### config.mk
export PLATFORM = sky130hd
export DESIGN_NAME = find_max_sequencer
export DESIGN_NICKNAME = d
export VERILOG_FILES = /design/src/rtl/find_max_sequencer.sv
export SDC_FILE = /design/constraint.sdc
export NUM_CORES = 1
export LEC_CHECK = 0
export ABC_AREA = 1
export CAP_MARGIN = 20
export CORE_MARGIN = 4
export CORE_UTILIZATION = 40
export DETAILED_ROUTE_END_ITERATION = 10
export MAX_ROUTING_LAYER = met4
export PLACE_DENSITY = 0.68
export RECOVER_POWER = 50
export SLEW_MARGIN = 15
export SYNTH_ARGS = -nofsm -noshare
export SYNTH_HDL_FRONTEND = slang
export SYNTH_SLANG_ARGS = --single-unit
### constraint.sdc
create_clock -name clk -period 3.3 [get_ports clk]
set_clock_uncertainty 0.15 [all_clocks]
set_input_delay 0.33 -clock clk [delete_from_list [all_inputs] [get_ports clk]]
set_output_delay 0.33 -clock clk [all_outputs]
set_load 0.02 [all_outputs]
### src/rtl/find_max_sequencer.sv
// Command FIFO plus Moore sequencer that feeds operand pairs to find_MAX
// and returns its result (or a timeout) to the host.
package find_max_pkg;
  typedef struct packed {
    logic [7:0] a;
    logic [7:0] b;
    logic [2:0] instr;
    logic [7:0] gap;
    logic       last;
  } cmd_t;

  typedef enum logic [2:0] {
    IDLE,
    START,
    HEAD,
    ONE_LEFT,
    GAP,
    SEND,
    WAIT_FIN
  } state_t;
endpackage

module find_max_sequencer
  import find_max_pkg::*;
(
  input  logic       clk,
  input  logic       rst_n,
  input  logic       cmd_valid,
  output logic       cmd_ready,
  input  logic [7:0] cmd_a,
  input  logic [7:0] cmd_b,
  input  logic [2:0] cmd_instr,
  input  logic [7:0] cmd_gap,
  input  logic       cmd_last,
  output logic       start,
  output logic       valid,
  output logic [7:0] Data_A,
  output logic [7:0] Data_B,
  output logic [2:0] instruction,
  output logic       one_left,
  input  logic       finish,
  input  logic [7:0] maximum,
  output logic       res_valid,
  output logic [7:0] res_data,
  output logic       err_timeout
);

  cmd_t       mem [4];
  logic [1:0] wr_q;
  logic [1:0] rd_q;
  logic [2:0] cnt_q;
  logic       full;
  logic       empty;
  logic       push;
  logic       pop;
  cmd_t       head;

  state_t     state_q;
  state_t     state_d;
  logic [7:0] gap_q;
  logic [7:0] gap_d;
  logic [9:0] wcnt_q;
  logic [9:0] wcnt_d;
  logic       res_valid_q;
  logic       res_valid_d;
  logic       err_q;
  logic       err_d;
  logic [7:0] res_data_q;
  logic [7:0] res_data_d;

  assign full      = (cnt_q == 3'd4);
  assign empty     = (cnt_q == 3'd0);
  assign cmd_ready = !full;
  assign push      = cmd_valid && !full;
  assign head      = mem[rd_q];

  always_ff @(posedge clk or negedge rst_n) begin
    if (!rst_n) begin
      for (int i = 0; i < 4; i++) begin
        mem[i] <= '0;
      end
      wr_q  <= '0;
      rd_q  <= '0;
      cnt_q <= '0;
    end else begin
      if (push) begin
        mem[wr_q] <= '{a: cmd_a, b: cmd_b,
                       instr: cmd_instr,
                       gap: cmd_gap,
                       last: cmd_last};
        wr_q      <= wr_q + 2'd1;
      end
      if (pop) begin
        rd_q <= rd_q + 2'd1;
      end
      unique case ({push, pop})
        2'b10:   cnt_q <= cnt_q + 3'd1;
        2'b01:   cnt_q <= cnt_q - 3'd1;
        default: cnt_q <= cnt_q;
      endcase
    end
  end

  always_ff @(posedge clk or negedge rst_n) begin
    if (!rst_n) begin
      state_q     <= IDLE;
      gap_q       <= '0;
      wcnt_q      <= '0;
      res_valid_q <= 1'b0;
      err_q       <= 1'b0;
      res_data_q  <= '0;
    end else begin
      state_q     <= state_d;
      gap_q       <= gap_d;
      wcnt_q      <= wcnt_d;
      res_valid_q <= res_valid_d;
      err_q       <= err_d;
      res_data_q  <= res_data_d;
    end
  end

  // gap_q holds the idle cycles still owed before SEND
  always_comb begin
    state_d     = state_q;
    gap_d       = gap_q;
    wcnt_d      = wcnt_q;
    pop         = 1'b0;
    res_valid_d = 1'b0;
    err_d       = 1'b0;
    res_data_d  = res_data_q;
    unique case (state_q)
      IDLE: begin
        wcnt_d = '0;
        if (!empty && !finish) begin
          state_d = START;
        end
      end
      START: begin
        state_d = HEAD;
      end
      HEAD: begin
        if (!empty) begin
          gap_d = head.gap;
          if (head.last) begin
            state_d = ONE_LEFT;
          end else if (head.gap == 8'd0) begin
            state_d = SEND;
          end else begin
            state_d = GAP;
          end
        end
      end
      ONE_LEFT: begin
        if (gap_q == 8'd0) begin
          state_d = SEND;
        end else begin
          state_d = GAP;
        end
      end
      GAP: begin
        gap_d = gap_q - 8'd1;
        if (gap_q == 8'd1) begin
          state_d = SEND;
        end
      end
      SEND: begin
        pop    = 1'b1;
        wcnt_d = '0;
        if (head.last) begin
          state_d = WAIT_FIN;
        end else begin
          state_d = HEAD;
        end
      end
      WAIT_FIN: begin
        if (finish) begin
          res_data_d  = maximum;
          res_valid_d = 1'b1;
          state_d     = IDLE;
        end else if (wcnt_q == 10'd1023) begin
          err_d   = 1'b1;
          state_d = IDLE;
        end else begin
          wcnt_d = wcnt_q + 10'd1;
        end
      end
      default: begin
        state_d = IDLE;
      end
    endcase
  end

  always_comb begin
    start       = 1'b0;
    one_left    = 1'b0;
    valid       = 1'b0;
    Data_A      = '0;
    Data_B      = '0;
    instruction = '0;
    unique case (1'b1)
      (state_q == START):    start    = 1'b1;
      (state_q == ONE_LEFT): one_left = 1'b1;
      (state_q == SEND): begin
        valid       = 1'b1;
        Data_A      = head.a;
        Data_B      = head.b;
        instruction = head.instr;
      end
      default: ;
    endcase
  end

  assign res_valid   = res_valid_q;
  assign res_data    = res_data_q;
  assign err_timeout = err_q;

endmodule

==> results of run 1 <==
==> registers in the layout, summed over array words and instances, names as in the netlist <==
name,cells
wcnt_q,10
res_valid,1
rd_q,2
state_q,3
err_timeout,1
cnt_q,3
gap_q,8
mem,112
wr_q,2
res_data,8
==> through the flow <==
| step | util, % | worst slack (ns) | power, mW | cell area [um2] | hold slack (ns) |
|---|---|---|---|---|---|
| floorplan | - | 1.22 | 5.34 | 7070 | -0.116 |
| global placement | 46.0 | 0.797 | 6.14 | 7950 | 0.198 |
| detailed placement | 46.0 | 0.802 | 6.23 | 7950 | 0.197 |
| CTS | 49.4 | 0.288 | 8.18 | 8540 | 0.295 |
| global route | 49.1 | 0.103 | 8.80 | 8500 | 0.318 |
| finish | 49.1 | 0.294 | 8.09 | 8500 | 0.311 |
==> how the worst max path moves through the flow <==
stage                           from  slack [ns]        end
after global placement       rd_q[0]        0.80  Data_A[7]
after global routing           rst_n        0.10    rd_q[0]
after CTS                    rd_q[0]        0.29  Data_B[1]
after detailed placement     rd_q[0]        0.80  Data_A[7]
after floorplan           state_q[1]        1.22   cnt_q[2]
final                        rd_q[0]        0.29  Data_B[1]
==> Yosys cell counts, drive strengths merged <==
master / instances
nand2: 239
o21ai: 167
dfrtp: 150
nor2: 105
inv: 64
buf: 34
nand3: 33
a21oi: 28
xor2: 11
clkbuf: 10
ha: 9
nor3: 7
nand4: 4
o221ai: 4
xnor2: 2
a22oi: 1
fa: 1
nand3b: 1
o211ai: 1
==> tightest hold or removal path: stages <==
cell and delay [ns]:
clkdlybuf4s50_1 0.39, nand2_1 0.07, nand2_1 0.05
==> power by group through the flow <==
stage	logic, mW	clock network, mW	registers (mW)
floorplan	2.31	0	3.03
global route	3.60	2.03	3.16
CTS	3.17	1.94	3.06
finish	3.12	1.90	3.07
global placement	3.07	0	3.07
detailed placement	3.16	0	3.07
==> area by class of cell <==
| class | count | area (um2) | share of cell area [%] |
|---|---|---|---|
| Clock buffer | 21 | 450 | 5.30 |
| Inverter | 64 | 240 | 2.83 |
| Multi-Input combinational cell | 613 | 2830 | 33.3 |
| Timing Repair Buffer | 85 | 813 | 9.57 |
| Tap cell | 225 | 282 | 3.31 |
| Sequential cell | 150 | 3750 | 44.2 |
| Clock inverter | 10 | 124 | 1.46 |
==> layer usage <==
metal | wire (um) | part of all wire (%) | GRT usage, %
met2 | 7360 | 46 | 26.9
met1 | 7780 | 48 | 23.4
met3 | 745 | 4.6 | 3.43
met5 | 0 | 0 | -
met4 | 221 | 1.4 | 5.56
==> logic make-up (layout without fill, tap and decap cells) <==
kind of cell | Yosys count | after routing | share of synthesized area [%]
xor+xnor | 13 | 13 | 1.61
fa+ha+maj | 10 | 10 | 1.87
compound gates | 201 | 201 | 14.5
flops | 150 | 150 | 53.1
simple gates | 389 | 389 | 22.3
buf+inv | 108 | 180 | 6.63
==> placed cells by master, fill, tap and decap left out, drive strengths merged, types with 2 or more instances in the layout <==
cell type	instances
a21oi	28
clkbuf	24
nor2	105
dfrtp	150
o21ai	167
clkdlybuf4s50	71
xnor2	2
nor3	7
clkinv	4
nand2	239
nand3	33
inv	66
bufinv	2
ha	9
buf	10
nand4	4
clkinvlp	2
o221ai	4
xor2	11
==> summary.md, run 1 <==
| Metric | Value |
|---|---|
| Crit-path cells | buf_4 > nor2_1 > nor2_1 > o21ai_0 > a21oi_1 > clkdlybuf4s50_1 |
| Clock Tree Buf Depth | 2 |
| Switch share | 39.5% |
| WS Path Type | reg2out |
| Vias | 5708 |
| Cells after Synth | 871 |
| RSZ-0062 raised after global routing | no |
| Worst-Skew Late Latency | 0.42 ns |
| Max-slew violations | 61 |
| Sequential fraction of the synthesis area | 53.1% |
| Vias per inst | 4.89 |
| Failing checks | max-capacitance violations, max-slew violations |
| Nature of the critical path endpoint | output port |
| TritonRoute pass-1 iters | 5 |
| Number of global-route vias before repair | 5582 |
| Hold bufs inserted after CTS | 1 |
| Worst Hold Path EP | res_data[6] |
| Setup TNS | 0 ns |
| Rows | 48 |
| Gp weighted congestion | 0.837 |
| Tcrit/Tclk final | 91.1% |
| Placed cell count | 1136 |
| Port-buffer cells | 72 |
| Htree depth | 4 |
| Die Span X | 141 um |
| Synth cell types | 31 |
| Nets | 981 |
| Routed wire length | 16100 um |
| Hold WC Path Type | in2reg |
| DIE HEIGHT | 141 um |
| Cell Area, Synth | 0.00707 mm2 |
| First-pass GRT wire length | 27500 um |
| Highest-delay cell along the critical path | clkdlybuf4s50_1 |
| Reg-to-Reg Start | state_q[1] |
| Core ar. | 0.0173 mm2 |
| Area leader, netlist | dfrtp_1 |
| Critical Path AT | 2.53 ns |
| Clock sinks | 150 |
| Measured slew at the worst slew-check pin | 1.52 ns |
| P_leak | 3.98 nW |
| Root buf cell | clkbuf_16 |
| Relative slew slack | -1.64% |
| Dominant cells by area after synthesis | dfrtp_1 53%, nand2_1 13%, o21ai_0 11% |
| Hold Crit Start | maximum[6] |
| Area delta synth->final | 20.1% |
| Final min period | 3.01 ns |
| Drc violations | 0 |
| Die footprint | 0.0199 mm2 |
| F_max | 333 MHz |
| Fin. Hold Viols | 0 |
| Post-Syn Nets | 921 |
| Initial antenna violation count | 0 |
| Antenna diodes | 0 |
| Cell area power density | 952 mW/mm2 |
| CTS buffer count | 17 |
| GR Overflow Total | 0 |
| Peak supply drop | 0.000478 V |
| Syn Area/Cell | 8.12 um2 |
| Post-CTS Repair Setup Buffers | 0 |
| Clock Pin Slew Worst Setup and Hold Paths | 0.06 ns |
| Initial DRC count | 313 |
| WHS Path Cells | 3 |
| Levels on crit path | 6 |
| Post-synth top area share | 53.1% |
| Crit path max fanout | 59 |
| Required time worst endpoint | 2.82 ns |
| Max-Cap Viols | 1 |
| FF-to-FF setup slack | 1.11 ns |
| Startpoint Class | flip-flop |
| Detail Route Antenna Nets | 0 |
| Logic pwr share | 38.6% |
| Sw power | 3.20 mW |
| Buf+Inv Stages, Crit Path | 2 |
| Most used cell, CP | nor2_1 |
| Clock share of power | 23.5% |
| Reg-to-reg endpoint | cnt_q[2] |
| IO Count | 73 |
| Share of cells above drive strength 1 | 5.83% |
| Initial core utilization | 40.9% |
| Post-synthesis register bit count | 150 |
| Ys Warns | 0 |
| CTS tree | yes |
| Endpoints failing setup | 0 |
| DPL Wire Length | 9950 um |
| WL/cell | 13.8 um |
| Power Internal | 4.89 mW |
| Largest net degree at the start of global routing | 63 |
| Register share of total power | 37.9% |
| GRT Overall Usage | 17.4% |
| CP top delay family | buffers and inverters |
| Status | finished, violations left |
| Layout Cells excl Fill | 1168 |
| CP peak stage delay | 0.65 ns |
| Fillcell total | 1659 |
| Reg2reg path depth | 9 |
| CTS resizes | 0 |
Note: power is estimated with default switching activity, not from simulation.
==> run 2: changes to the inputs <==
- ABC_CLOCK_PERIOD_IN_PS: default -> 3300
- CTS_BUF_LIST: default -> sky130_fd_sc_hd__clkbuf_8
- GPL_ROUTABILITY_DRIVEN: default -> 0
==> summary.md, run 2 (synthesis gave the netlist of run 1 again) <==
| Metric | Value |
|---|---|
| CTS resizes | 0 (unchanged) |
| Relative slew slack | -1.44% (+0.19 points) |
| Sw power | 3.13 mW (-2.2%) |
| F_max | 328 MHz (-1.5%) |
| Vias per inst | 4.88 (-0.21%) |
| Detail Route Antenna Nets | 0 (unchanged) |
| Htree depth | 4 (unchanged) |
| Regs by FF count | mem x112, wcnt_q x10 |
| Initial antenna violation count | 0 (unchanged) |
| Most common cell after layout, fill and taps aside | nand2_1 |
| RSZ-0062 raised after global routing | no |
| Tcrit/Tclk final | 92.4% (+1.3 points) |
| Initial core utilization | 40.9% (unchanged) |
| Drc violations | 0 (unchanged) |
| Number of global-route vias before repair | 5496 (-1.5%) |
| Grt met2 use | 26.5% (-0.38 points) |
| Worst hold slack | 0.281 ns (-0.0293 ns) |
| Hold WC Path Type | in2reg |
| Peak supply drop | 0.000448 V (-6.4%) |
| Fillcell total | 1684 (+1.5%) |
| Die Span X | 141 um (unchanged) |
| CP top delay family | buffers and inverters |
| Register share of total power | 40.4% (+2.5 points) |
| Met1 GRT Util | 23.1% (-0.23 points) |
| Most flops, register | mem |
| Reg-to-Reg Start | state_q[1] |
| Status | finished, violations left |
| Largest net degree at the start of global routing | 63 (unchanged) |
| Largest register FFs | 112 (unchanged) |
| Buf+Inv Stages, Crit Path | 2 (unchanged) |
| Vias | 5696 (-0.21%) |
| WHS Path Cells | 3 (unchanged) |
| Hold bufs inserted after CTS | 1 (unchanged) |
| Failing checks | max-capacitance violations, max-slew violations |
| Fin worst setup slack | 0.250 ns (-0.0443 ns) |
| Endpoints failing setup | 0 (unchanged) |
| Initial DRC count | 368 (+18%) |
| Core ar. | 0.0173 mm2 (unchanged) |
| Share of cells above drive strength 1 | 5.83% (unchanged) |
| CTS tree | yes |
| Worst Hold Path EP | res_data[5] |
| Port-buffer cells | 72 (unchanged) |
| Antenna diodes | 0 (unchanged) |
| Max-slew violations | 61 (unchanged) |
| Most frequent cells in the layout | 237 x nand2_1, 157 x o21ai_0, 149 x dfrtp_1, 103 x nor2_1, 71 x clkdlybuf4s50_1 |
| First-pass GRT wire length | 27000 um (-1.6%) |
| CTS buffer count | 17 (unchanged) |
| Switch share | 41.3% (+1.8 points) |
| Startpoint Class | flip-flop |
| Root buf cell | clkbuf_8 |
| Final min period | 3.05 ns (+0.0443 ns) |
| Clock Pin Slew Worst Setup and Hold Paths | 0.08 ns (+0.02 ns) |
| Crit path max fanout | 59 (unchanged) |
| Post-CTS Repair Setup Buffers | 0 (unchanged) |
| Die footprint | 0.0199 mm2 (unchanged) |
| Power Internal | 4.44 mW (-9.3%) |
| Fin. Hold Viols | 0 (unchanged) |
| WL/cell | 13.7 um (-0.72%) |
| DPL Wire Length | 9950 um (unchanged) |
| Clock share of power | 18.3% (-5.2 points) |
| Measured slew at the worst slew-check pin | 1.52 ns (-0.00291 ns) |
| Highest-delay cell along the critical path | clkdlybuf4s50_1 |
| Cell area power density | 911 mW/mm2 (-4.3%) |
| Place WS | 0.802 ns (unchanged) |
| Required time worst endpoint | 2.82 ns (about the same) |
| Worst-Skew Late Latency | 0.45 ns (+0.03 ns) |
| Nature of the critical path endpoint | output port |
| Most used cell, CP | nor2_1 |
| Reg-to-reg endpoint | cnt_q[2] |
| Clock sinks | 150 (unchanged) |
| Reg2reg path depth | 9 (unchanged) |
| Logic pwr share | 41.2% (+2.6 points) |
| Area delta synth->final | 17.4% |
| WS Path Type | reg2out |
| Crit-path cells | buf_4 > nor2_1 > nor2_1 > o21ai_0 > a21oi_1 > clkdlybuf4s50_1 |
| Rows | 48 (unchanged) |
| Clock Tree Buf Depth | 2 (unchanged) |
| FF-to-FF setup slack | 1.11 ns (about the same) |
| Setup TNS | 0 ns (unchanged) |
| Grt met3 use | 3.70% (+0.27 points) |
| IO Count | 73 (unchanged) |
| TritonRoute pass-1 iters | 5 (unchanged) |
| GRT Max-Usage Layer | met2 |
| GR Overflow Total | 0 (unchanged) |
| Hold Crit Start | maximum[5] |
| Critical path origin | rd_q[0] |
| DIE HEIGHT | 141 um (unchanged) |
| P_leak | 3.90 nW (-1.9%) |
| Nets | 981 (unchanged) |
| Routed wire length | 16000 um (-0.72%) |
| Critical Path AT | 2.57 ns (+0.04 ns) |
| CP peak stage delay | 0.64 ns (about the same) |
| Max-Cap Viols | 1 (unchanged) |
| GRT Overall Usage | 17.2% (-0.29 points) |
-- run 2: worst reg2reg max path: stages (launching register included) --
cell and delay, ns:
dfrtp_1 0.41, inv_2 0.09, nand2_1 0.12, nor2_4 0.25
ha_1 0.19, inv_1 0.07, fa_1 0.38, a21oi_1 0.14
o21ai_0 0.11, xor2_1 0.15
-- run 2: area by class of cell --
cell class	count	area (um2)	share of cell area, %
repair buffers	85	813	9.79
multi-input cells	613	2830	34.1
well taps	225	282	3.39
flip-flops and latches	150	3750	45.2
clock buffers	18	248	2.98
inverters	64	240	2.89
clock inverters	13	135	1.63
-- run 2: routing by layer --
metal | up-vias | wire (um)
li1 | 2916 | -
met1 | 2624 | 7870
met2 | 143 | 7280
met3 | 13 | 703
met4 | 0 | 140
met5 | - | 0
-- run 2: power groups by stage --
stage	combinational (mW)	clock, mW	sequential [mW]
floorplan	2.31	0	3.03
global placement	3.07	0	3.07
detailed placement	3.16	0	3.07
CTS	3.17	1.43	3.05
global route	3.60	1.51	3.16
finish	3.12	1.39	3.06
-- run 2: worst max path at each step --
stage | end | slack, ns | cells after the start
floorplan | cnt_q[2] | 1.22 | 9
global route | Data_B[5] | 0.07 | 6
global placement | Data_A[7] | 0.80 | 6
detailed placement | Data_A[7] | 0.80 | 6
finish | Data_B[1] | 0.25 | 6
CTS | Data_B[1] | 0.24 | 6
-- run 2: stage by stage --
stage / area (um2) / total power [mW] / cells / utilization [%]
after global routing: 8300 / 8.27 / 1168 / 48.0
after global placement: 7950 / 6.14 / 1136 / 46.0
final: 8300 / 7.57 / 1168 / 48.0
after CTS: 8350 / 7.65 / 1168 / 48.2
after floorplan: 7070 / 5.34 / 871 / -
after detailed placement: 7950 / 6.23 / 1136 / 46.0
